--- config.mk ---
export PLATFORM = sky130hd
export DESIGN_NAME = supersonic_ranger
export DESIGN_NICKNAME = d
export VERILOG_FILES = /design/src/rtl/supersonic_ranger.sv
export SDC_FILE = /design/constraint.sdc
export NUM_CORES = 1
export LEC_CHECK = 0
export BUFFER_PORTS_ARGS = -buffer_cell sky130_fd_sc_hd__buf_2
export CAP_MARGIN = 20
export CORE_UTILIZATION = 55
export DETAILED_ROUTE_END_ITERATION = 6
export GPL_TIMING_DRIVEN = 0
export PLACE_DENSITY = 0.81
export SLEW_MARGIN = 10
export SYNTH_ARGS = -nofsm -noshare
export SYNTH_HDL_FRONTEND = slang
export SYNTH_SLANG_ARGS = --single-unit
--- constraint.sdc ---
create_clock -name clk -period 2.2 [get_ports clk]
set_clock_uncertainty 0.15 [all_clocks]
set_input_delay 0.55 -clock clk [delete_from_list [all_inputs] [get_ports clk]]
set_output_delay 0.55 -clock clk [all_outputs]
set_load 0.01 [all_outputs]
--- src/rtl/supersonic_ranger.sv ---
// supersonic_ranger -- HC-SR04 ranging responder.
// On a trigger request (accepted only in IDLE with the synced echo low) it
// emits a TRIG_CYCLES-wide sensor trigger pulse, then waits for the echo to
// rise and times the echo-high period in units of CYC_PER_UNIT cycles.
// Every request ends in exactly one valid (distance updated) or fail pulse.
// Ports:
//   clk, rst          clock, synchronous active-high reset
//   trigger           measurement request level
//   triggerSuc        1-cycle pulse, sensor trigger pulse finished
//   valid / fail      1-cycle result pulses (mutually exclusive)
//   distance          last measured distance, held between valids
//   busy              high whenever the FSM is not IDLE
//   sr_trig / sr_echo sensor TRIG output / asynchronous ECHO input
module supersonic_ranger #(
    parameter int DisLen       = 16,
    parameter int TRIG_CYCLES  = 500,
    parameter int CYC_PER_UNIT = 290,
    parameter int WAIT_TIMEOUT = 50000,
    parameter int ECHO_TIMEOUT = 1500000
) (
    input  logic            clk,
    input  logic            rst,
    input  logic            trigger,
    output logic            triggerSuc,
    output logic            valid,
    output logic            fail,
    output logic [DisLen:0] distance,
    output logic            busy,
    output logic            sr_trig,
    input  logic            sr_echo
);
    localparam int TW = (TRIG_CYCLES  > 1) ? $clog2(TRIG_CYCLES)  : 1;
    localparam int PW = (CYC_PER_UNIT > 1) ? $clog2(CYC_PER_UNIT) : 1;
    localparam int WW = (WAIT_TIMEOUT > 1) ? $clog2(WAIT_TIMEOUT) : 1;
    localparam int EW = (ECHO_TIMEOUT > 1) ? $clog2(ECHO_TIMEOUT) : 1;

    // Terminal counts: counters run 0..N-1, so the Nth cycle is the last one.
    localparam logic [TW-1:0] TRIG_LAST  = TW'(TRIG_CYCLES - 1);
    localparam logic [PW-1:0] PRESC_LAST = PW'(CYC_PER_UNIT - 1);
    localparam logic [WW-1:0] WAIT_LAST  = WW'(WAIT_TIMEOUT - 1);
    localparam logic [EW-1:0] ECHO_LAST  = EW'(ECHO_TIMEOUT - 1);

    typedef enum logic [1:0] {IDLE, TRIG, WAIT_RISE, COUNT} state_t;

    state_t          state;
    logic            echo_ff1, echo_s;
    logic [TW-1:0]   trig_cnt;
    logic [WW-1:0]   wait_cnt;
    logic [EW-1:0]   echo_cnt;
    logic [PW-1:0]   presc;
    logic [DisLen:0] dist_cnt;
    logic [DisLen:0] dist_nxt;

    // Unit counter after this cycle's prescaler tick, saturating at all-ones.
    always_comb begin
        dist_nxt = dist_cnt;
        if (presc == PRESC_LAST && dist_cnt != '1)
            dist_nxt = dist_cnt + 1'b1;
    end

    always_ff @(posedge clk) begin
        if (rst) begin
            state      <= IDLE;
            echo_ff1   <= 1'b0;
            echo_s     <= 1'b0;
            trig_cnt   <= '0;
            wait_cnt   <= '0;
            echo_cnt   <= '0;
            presc      <= '0;
            dist_cnt   <= '0;
            distance   <= '0;
            triggerSuc <= 1'b0;
            valid      <= 1'b0;
            fail       <= 1'b0;
            busy       <= 1'b0;
            sr_trig    <= 1'b0;
        end else begin
            echo_ff1   <= sr_echo;
            echo_s     <= echo_ff1;
            triggerSuc <= 1'b0;
            valid      <= 1'b0;
            fail       <= 1'b0;
            case (state)
                IDLE: begin
                    // A still-high echo from a previous shot blocks new requests.
                    if (trigger && !echo_s) begin
                        state    <= TRIG;
                        sr_trig  <= 1'b1;
                        busy     <= 1'b1;
                        trig_cnt <= '0;
                    end
                end
                TRIG: begin
                    if (trig_cnt == TRIG_LAST) begin
                        sr_trig    <= 1'b0;
                        triggerSuc <= 1'b1;
                        wait_cnt   <= '0;
                        state      <= WAIT_RISE;
                    end else begin
                        trig_cnt <= trig_cnt + 1'b1;
                    end
                end
                WAIT_RISE: begin
                    if (echo_s) begin
                        presc    <= '0;
                        dist_cnt <= '0;
                        echo_cnt <= '0;
                        state    <= COUNT;
                    end else if (wait_cnt == WAIT_LAST) begin
                        fail  <= 1'b1;
                        busy  <= 1'b0;
                        state <= IDLE;
                    end else begin
                        wait_cnt <= wait_cnt + 1'b1;
                    end
                end
                COUNT: begin
                    // Every COUNT cycle, including the one that sees the fall,
                    // is one echo-high cycle: rise and fall detection share the
                    // same synchroniser latency, so the lag cancels out.
                    presc    <= (presc == PRESC_LAST) ? '0 : presc + 1'b1;
                    dist_cnt <= dist_nxt;
                    if (!echo_s) begin
                        distance <= dist_nxt;
                        valid    <= 1'b1;
                        busy     <= 1'b0;
                        state    <= IDLE;
                    end else if (echo_cnt == ECHO_LAST) begin
                        fail  <= 1'b1;
                        busy  <= 1'b0;
                        state <= IDLE;
                    end else begin
                        echo_cnt <= echo_cnt + 1'b1;
                    end
                end
                default: begin
                    state   <= IDLE;
                    busy    <= 1'b0;
                    sr_trig <= 1'b0;
                end
            endcase
        end
    end
endmodule

Yosys cells after proc, flatten, opt, wreduce, memory -nomap -nowiden. Cells that the tools add are included.

Multiplexer cells: 39. Order comparisons: 0. Shifts and indexed selects: 0. Divide/modulo/power cells: 0. Bitwise operators: 3. Equality and inequality tests: 19. Add/sub/neg operators: 5. Reduce and logical (&&, ||, !) cells: 18. $mul: 0.

Operators with widths (number): $mux W21 (3); $mux W16 (3); $pmux W21 S2 (1); $mux W9 (4); $pmux W9 S2 (2); $mux W17 (2); $pmux W17 S2 (1); $pmux W16 S2 (1); $add A21 B1 Y21 const B (1); $eq A21 B21 Y1 const B (1); $add A9 B1 Y9 const B (2); $eq A9 B9 Y1 const B (2); $ne A2 B2 Y1 const B (9); $add A17 B1 Y17 const B (1); $ne A17 B17 Y1 const B (1); $add A16 B1 Y16 const B (1); $eq A16 B16 Y1 const B (1); $mux W1 (12); $mux W2 (6); $reduce_and A4 Y1 (3); $pmux W2 S4 (1); $ne A3 B3 Y1 const B (2); $reduce_and A3 Y1 (2); $reduce_bool A2 Y1 (3); other kinds (12) (19).

Flip-flop bits (word level): 98. Memories: 0. Memory bits (writable): 0. Latch bits: 0. Word-level logic and storage cells: 98. Input bits: 4. ROM bits: 0. Output and inout port bits: 22.

Depth between registers and ports, before layout. Gate-level depths: netlist (run 1).

Word-level depth: 4. Depth in mapped cells: 11. Mapped depth without buffers: 9.

Worst setup path before layout (run 1). No wires, ideal clock.

Path type: reg2reg. Start point: register dist_cnt[4]. End point: register distance[9]. Cell stages (with the launch flop): 11. Arrival time: 2.188 ns. Path slack: -0.224 ns. Required time: 1.964 ns. Path through: dfxtp_1 > clkbuf_1 > nand4_1 > nor2_1 > nand3_1 > nor3_1 > ha_1 > nor4_4 > and4_1 > xnor2_1 > a211oi_1.

Longest elaborated chain between the ends: 3. Elaborated cells between the ends (all ways): 4.

RTL lines: from (decl) (line 51) `logic [DisLen:0] dist_cnt;`; from (signal assigned) (line 122) `dist_cnt <= dist_nxt;`; parallel branches: the longest is 2 deep, another holds $add A17 B1 Y17; $mux W17 * (line 57) `if (presc == PRESC_LAST && dist_cnt != '1)`; to (signal assigned) (line 124) `distance <= dist_nxt;`; to (decl) (line 27) `output logic [DisLen:0] distance,`.

Mark *: on every way between the ends. A chain may end at the register's enable or synchronous reset.

Worst setup path after layout (run 1).
Start point: register dist_cnt[9]. End point: register dist_cnt[2].

Longest elaborated chain between the ends: 4.

RTL lines: $ne A17 B17 Y1 (line 57); $logic_and A1 B1 Y1 (line 57); $mux W17 (line 57); $pmux W17 S2 (line 83) `case (state)`.

Every way passes these cells.

==> results of run 1 <==
synthesized netlist by cell type, types with 3 or more instances:
library cell   n  share of area
dfxtp_1       98           0.39
a21oi_1       56          0.056
nor2_1        55          0.041
o21ai_0       44          0.044
nand2_1       36          0.027
nand3_1       34          0.034
clkbuf_1      21          0.016
xnor2_1       21          0.037
nand4_1       17          0.021
or3_1         16          0.020
o31ai_1       14          0.021
inv_1         13         0.0098
xor2_1        13          0.023
ha_1          12          0.030
a211oi_1      11          0.017
nor3_1        11          0.011
nor4b_1        9          0.016
or4_1          9          0.014
nor4_1         8          0.010
a31oi_1        7         0.0088
and3_1         7         0.0088
and2_1         6         0.0075
and4_1         6          0.011
a21o_1         5         0.0075
buf_2          5         0.0050
nand2b_1       5         0.0063
o41ai_1        5         0.0088
mux2i_1        4         0.0080
nor2b_1        4         0.0050
a311oi_1       3         0.0053
nand4bb_1      3         0.0068
nor3b_1        3         0.0045
nor4bb_1       3         0.0060
o211ai_1       3         0.0045
o21a_1         3         0.0045
o311ai_0       3         0.0053
worst max-delay path by stage:
stage	cells after the start	end	slack, ns	startpoint
global route	12	dist_cnt[2]	-0.19	dist_cnt[3]
global placement	8	dist_cnt[1]	-0.40	state[0]
detailed placement	8	dist_cnt[1]	-0.45	state[0]
floorplan	10	dist_cnt[6]	-0.03	dist_cnt[3]
CTS	11	distance[9]	-0.08	dist_cnt[4]
finish	11	dist_cnt[2]	-0.15	dist_cnt[9]
per-stage QoR:
step	hold WS, ns	cells
after floorplan	0.264	597
after global routing	0.264	772
final	0.271	772
after CTS	0.262	755
after detailed placement	0.297	730
after global placement	0.267	730
layer usage:
layer / vias up / GRT usage / wire [um]
met1: 2347 / 0.333 / 5790
li1: 2340 / - / -
met3: 69 / 0.0424 / 827
met5: - / 0 / 0
met2: 248 / 0.434 / 6880
met4: 0 / 0.119 / 637
area by class of cell:
type | count | area share
Clock buffer | 9 | 0.0200
Buffer | 24 | 0.0234
Multi-Input combinational cell | 457 | 0.519
Inverter | 13 | 0.00888
Clock inverter | 7 | 0.0171
Sequential cell | 98 | 0.325
Tap cell | 108 | 0.0218
Timing Repair Buffer | 56 | 0.0644
worst max-delay path: stages (launching register included):
cell      delay, ns
dfxtp_1        0.46
nand3_2        0.17
nor2_4         0.16
nand3_2        0.12
nor3_4         0.16
ha_4           0.20
buf_6          0.11
nor3_4         0.05
buf_6          0.13
nand2_2        0.08
nand2_1        0.06
a311oi_1       0.38
placed cells by master, fill, tap and decap left out, drive strengths merged, types with 3 or more instances in the layout:
cell,n
o31ai,14
and4,6
nor2b,4
o21ai,46
or3,16
and2,6
nor4b,9
ha,12
dfxtp,98
nor3b,3
or4,9
o211ai,3
clkbuf,26
mux2i,4
a21o,5
nor2,55
nor4bb,3
xnor2,21
nand4bb,3
a311oi,3
nand4,17
and3,7
a211oi,11
a21oi,56
nand3,34
a31oi,7
xor2,13
o311ai,3
buf,62
nand2,36
inv,16
o21a,3
o41ai,5
nand2b,5
nor3,12
nor4,10
registers in the layout, summed over array words and instances (netlist names):
signal      flops
echo_cnt       21
dist_cnt       17
distance       17
wait_cnt       16
presc           9
trig_cnt        9
state           2
busy            1
echo_ff1        1
echo_s          1
fail            1
sr_trig         1
triggerSuc      1
valid           1
timing repair:
item / CTS / global route
cloned: 1 / 2
setup endpoints to repair: 89 / 80
setup buffers: 14 / 17
hold buffers: 0 / 0
gates resized for setup: 52 / 99
pin swaps: 16 / 20
report_power, final:
part	switching [mW]	internal, mW
logic	0.586	0.345
clock network	0.690	0.663
registers	0.0700	1.85
total	1.35	2.85
cells by family (layout without fill, tap and decap cells):
kind of cell	count (synthesis)	in the layout	synth area share
muxes	5	5	0.0103
buffers and inverters	42	109	0.0344
DFF	98	98	0.394
adders and majority gates	12	12	0.0302
xor gates and xnor gates	34	34	0.0598
and+or+nand+nor	241	241	0.271
AOI/OAI and AO/OA	165	165	0.200
==> results.tsv, run 1 <==
stage	metric	value	unit
detailed_routing	Routed Antenna Nets	0	
layout	Finished Cell Area	0.00620	mm2
hold_path	worst hold path depth	2	
clock_tree	Max H-tree Level	3	
detailed_routing	Vias/cell	6.48	
global_route	GRT Overall Usage	0.262	
clock_tree	Root Driver	clkbuf_8	
layout	Nets	675	
worst_setup_path	FF-to-FF Start	dist_cnt[9]	
layout	area of the multi-input gates	0.00322	mm2
placed_design	worst slack, placed	-0.450	ns
layout	fillers	636	
die	Die ar.	0.00944	mm2
worst_setup_path	CP max FO	5	
flow_run	Max-cap violations	0	
worst_setup_path	reg2reg end	dist_cnt[2]	
placed_design	DP Area	0.00527	mm2
layout	Layout Utilization	0.708	
timing	Least-Margin Pin Slew	0.770	ns
clock_tree	clk_lat worst skew	0.37	ns
power	PD cells	677	mW/mm2
worst_setup_path	worst r2r path cells	11	
detailed_routing	DRC Markers	0	
clock_tree	Longest Clk Path Bufs	2	
die	I/O pins	26	
detailed_routing	DR vias	5004	
die	Starting Density	0.568	
die	die width	97.1	um
timing	Max Freq	425	MHz
timing	setup slack after layout	-0.154	ns
timing	RSZ-0062 raised after global routing	true	
logic_synthesis	Yosys reg bits	98	
power	Pleak	2.09	nW
worst_setup_path	CP Capture Type	flip-flop	
worst_setup_path	Worst EP arrival	2.46	ns
detailed_routing	Iteration-0 DRC Markers	404	
logic_synthesis	Post-Syn Nets	613	
global_route	largest net degree at the start of global routing	19	
timing	Fin Setup TNS	-0.448	ns
logic_synthesis	post-synthesis sequential area ratio	0.394	
logic_synthesis	FFs w/ async S/R, synth	0	
placed_design	RD Place Congestion	0.885	
run_status	failing checks	setup timing	
layout	register area	0.00202	mm2
timing	minimum clock period	2.35	ns
die	core area	0.00876	mm2
clock_tree	Reg clk slew, reported paths	0.11	ns
hold_path	Hold Startpoint	sr_echo	
logic_synthesis	main flop type after synthesis	dfxtp_1	
run_status	outcome	complete, but fails checks	
logic_synthesis	cell count after synthesis	597	
clock_tree	Num CTS Buffers	9	
detailed_routing	total wire length	14100	um
timing	final period utilization	1.07	
layout	# diodes	0	
die	row count	34	
power	VDD IR-drop max	531	uV
logic_synthesis	Syn Area/Cell	8.34	um2
worst_setup_path	Crit Path Class	flip-flop to flip-flop	
logic_synthesis	Mapped Area	0.00498	mm2
logic_synthesis	Ys Warns	0	
worst_setup_path	R2R setup slack	-0.15	ns
clock_tree	Sink Count	98	
die	Die H	97.1	um
timing	Rel. slew slack	0.485	
placed_design	post-detail-place hpwl	8240	um
hold_path	hold path endpoint	echo_ff1	
global_route	first-pass GRT wire length	20600	um
clock_tree	CTS tree	done	
timing	Final Max Slew Viols	0	
global_route	vias in the first global route	4434	
global_route	total grt overflow	0	
global_route	initial antenna violation count	0	
timing	Final Hold Vio Count	0	
layout	Area growth, synth to finish	24.6	%
worst_setup_path	crit path launch type	flip-flop	
timing	final setup vio count	10	
detailed_routing	wire length per cell	18.3	um
hold_path	worst hold path class	input pin to flip-flop	
logic_synthesis	Post-synth EDFFs	0	
layout	layout cells sized above 1	0.264	
placed_design	port bufs	25	
power	Pwr Total	4.20	mW
logic_synthesis	synth unique cells	54	
detailed_routing	Initial DRT Pass Iterations	5	
worst_setup_path	Critical Path RT	2.31	ns
Note: power is estimated with default switching activity, not from simulation.
==> inputs of run 2 (changes only) <==
Clock period 2.2 ns to 1.95 ns, I/O delays scaled along.
==> run 2 against run 1 <==
The flow still finishes with violations (setup timing). Via count grew 28%. Largest power group unchanged. Design area up 26%. Wire length increased by 68%. Final cell count up 9.8%. Sequential cell count is the same. Critical path depth fell by 4. Largest cell class unchanged. Clock power increased by 9%. Highest routed layer unchanged. Combinational power up 120%.
==> results.tsv, run 2 (synthesis results as in run 1) <==
stage	metric	value	unit	change
run_status	outcome	complete, but fails checks		
run_status	failing checks	setup timing		
worst_setup_path	crit path launch type	flip-flop		
timing	Max Freq	406	MHz	-4.5%
worst_setup_path	Worst EP arrival	2.55	ns	+0.09 ns
power	VDD IR-drop max	661	uV	+25%
timing	Final Max Slew Viols	0		unchanged
timing	setup slack after layout	-0.515	ns	-0.360 ns
die	Die ar.	0.00944	mm2	unchanged
power	PD cells	726	mW/mm2	+7.2%
layout	commonest cells after routing, fill and taps aside	buf_4, dfxtp_1, nor2_1		
worst_setup_path	Worst path slowest cell	or4b_4		
hold_path	worst hold path depth	2		unchanged
timing	final period utilization	1.26		+0.194
detailed_routing	Initial DRT Pass Iterations	7		+2
timing	RSZ-0062 raised after global routing	true		
layout	Nets	751		+11%
detailed_routing	Iteration-0 DRC Markers	925		+130%
worst_setup_path	Critical Path RT	2.04	ns	-0.27 ns
die	core area	0.00876	mm2	unchanged
hold_path	Hold Startpoint	sr_echo		
detailed_routing	Routed Antenna Nets	0		unchanged
layout	final cell count without fillers	848		+9.8%
detailed_routing	wire length per cell	28.0	um	+53%
worst_setup_path	reg2reg end	distance[1]		
global_route	largest net degree at the start of global routing	17		-2
global_route	total grt overflow	0		unchanged
clock_tree	Num CTS Buffers	9		unchanged
layout	Area growth, synth to finish	56.4	%	
timing	Min Hold Slack	0.186	ns	-0.0849 ns
worst_setup_path	CP max FO	5		unchanged
worst_setup_path	FF-to-FF Start	presc[5]		
clock_tree	Reg clk slew, reported paths	0.10	ns	about the same
worst_setup_path	R2R setup slack	-0.51	ns	-0.36 ns
detailed_routing	Vias/cell	7.53		+16%
clock_tree	Sink Count	98		unchanged
placed_design	port bufs	25		unchanged
clock_tree	Root Driver	clkbuf_8		
clock_tree	clk_lat worst skew	0.40	ns	+0.03 ns
detailed_routing	total wire length	23800	um	+68%
worst_setup_path	worst r2r path cells	7		-4
die	row count	34		unchanged
worst_setup_path	CP cell instances	or4b_4 > buf_6 > buf_6 > nor3_4 > buf_6 > mux2i_1 > a211oi_1		
placed_design	RD Place Congestion	0.899		+1.6%
hold_path	worst hold path class	input pin to flip-flop		
hold_path	hold path endpoint	echo_ff1		
global_route	GRT Overall Usage	0.329		+0.0677
layout	Top reg by flops	echo_cnt		
power	Pwr Total	5.65	mW	+35%
global_route	initial antenna violation count	0		unchanged
layout	# diodes	0		unchanged
worst_setup_path	Crit Path Class	flip-flop to flip-flop		
placed_design	dpl cells	730		unchanged
die	I/O pins	26		unchanged
detailed_routing	DR vias	6382		+28%
global_route	vias in the first global route	5279		+19%
timing	Rel. slew slack	0.491		+0.00600
worst_setup_path	max incr delay on CP	0.54	ns	+0.08 ns
die	die width	97.1	um	unchanged
placed_design	worst slack, placed	-0.622	ns	-0.172 ns
worst_setup_path	Worst path most repeated cell	buf_6		
die	Starting Density	0.568		unchanged
timing	Fin Setup TNS	-20.39	ns	-19.94 ns
die	Die H	97.1	um	unchanged
worst_setup_path	CP Capture Type	flip-flop		
detailed_routing	DRC Markers	0		unchanged
placed_design	post-detail-place hpwl	8470	um	+2.8%
clock_tree	CTS tree	done		
layout	most common cell after layout, fill and taps aside	buf_4		
layout	biggest regs	echo_cnt: 21 flops, dist_cnt: 17 flops, distance: 17 flops		
timing	minimum clock period	2.46	ns	+0.110 ns
timing	Final Hold Vio Count	0		unchanged
clock_tree	Max H-tree Level	3		unchanged
timing	Least-Margin Pin Slew	0.764	ns	-0.00616 ns
timing	final setup vio count	86		+76
global_route	first-pass GRT wire length	25500	um	+24%
layout	layout cells sized above 1	0.507		+0.243
clock_tree	cts hold-fix bufs	0		unchanged
clock_tree	Longest Clk Path Bufs	2		unchanged
flow_run	Max-cap violations	0		unchanged
power	Pleak	2.76	nW	+32%
layout	number of flip-flops in the largest register	21		unchanged
==> run 2: cell count changes in the layout (fill, tap and decap cells not counted), moves of 6 or more <==
cell	delta
a21oi_1	-16
nor4b_1	-6
a21oi_2	+16
nor2_1	-6
dfxtp_4	+11
buf_6	+27
dfxtp_1	-20
nor4_1	-6
dfxtp_2	+9
buf_4	+47
or4_4	+7
o21ai_0	-12
or4_1	-7
==> run 2: metrics by stage <==
stage                util  area, um2
floorplan               -       5090
global placement    0.610       5350
detailed placement  0.610       5350
CTS                 0.736       6450
global route        0.889       7790
finish              0.889       7790
==> run 2: layout make-up <==
type	instances	area, um2
Fill cell	305	976
Sequential cell	98	2070
Inverter	13	76.3
Tap cell	108	135
Multi-Input combinational cell	458	4020
Clock inverter	5	62.6
Timing Repair Buffer	132	1080
Buffer	23	206
Clock buffer	11	141
==> run 2: what timing repair did <==
action,CTS,global route
pin swaps,73,84
cloned,3,5
hold endpoints to repair,0,0
buffers inserted,44,60
endpoints found under the setup margin,91,91
resized for setup,165,216
==> run 2: where the power goes <==
part           internal [mW]  switching, mW  leakage [nW]
Sequential              2.07         0.0917         0.819
Clock                  0.637          0.834        0.0962
Combinational          0.890           1.13          1.84
==> run 2: worst max path at each step <==
stage / from / to / cells past startpoint
floorplan: dist_cnt[3] / dist_cnt[6] / 10
CTS: presc[3] / dist_cnt[6] / 6
finish: presc[5] / distance[1] / 7
global route: presc[4] / distance[1] / 7
global placement: dist_cnt[3] / dist_cnt[6] / 10
detailed placement: dist_cnt[3] / dist_cnt[6] / 10
==> run 2: critical path: cells and delay by family, from the launching register on <==
family / cells / cell delay, ns
simple gates: 2 / 0.90
buf+inv: 3 / 0.46
flops: 1 / 0.42
mux: 1 / 0.25
compound gates: 1 / 0.12
==> run 2: metal layers <==
metal,global-route usage,vias up,share of wire
met5,0,-,0
met4,0.181,0,0.097
met3,0.0612,267,0.12
met2,0.574,701,0.44
met1,0.379,2916,0.34
li1,-,2498,-
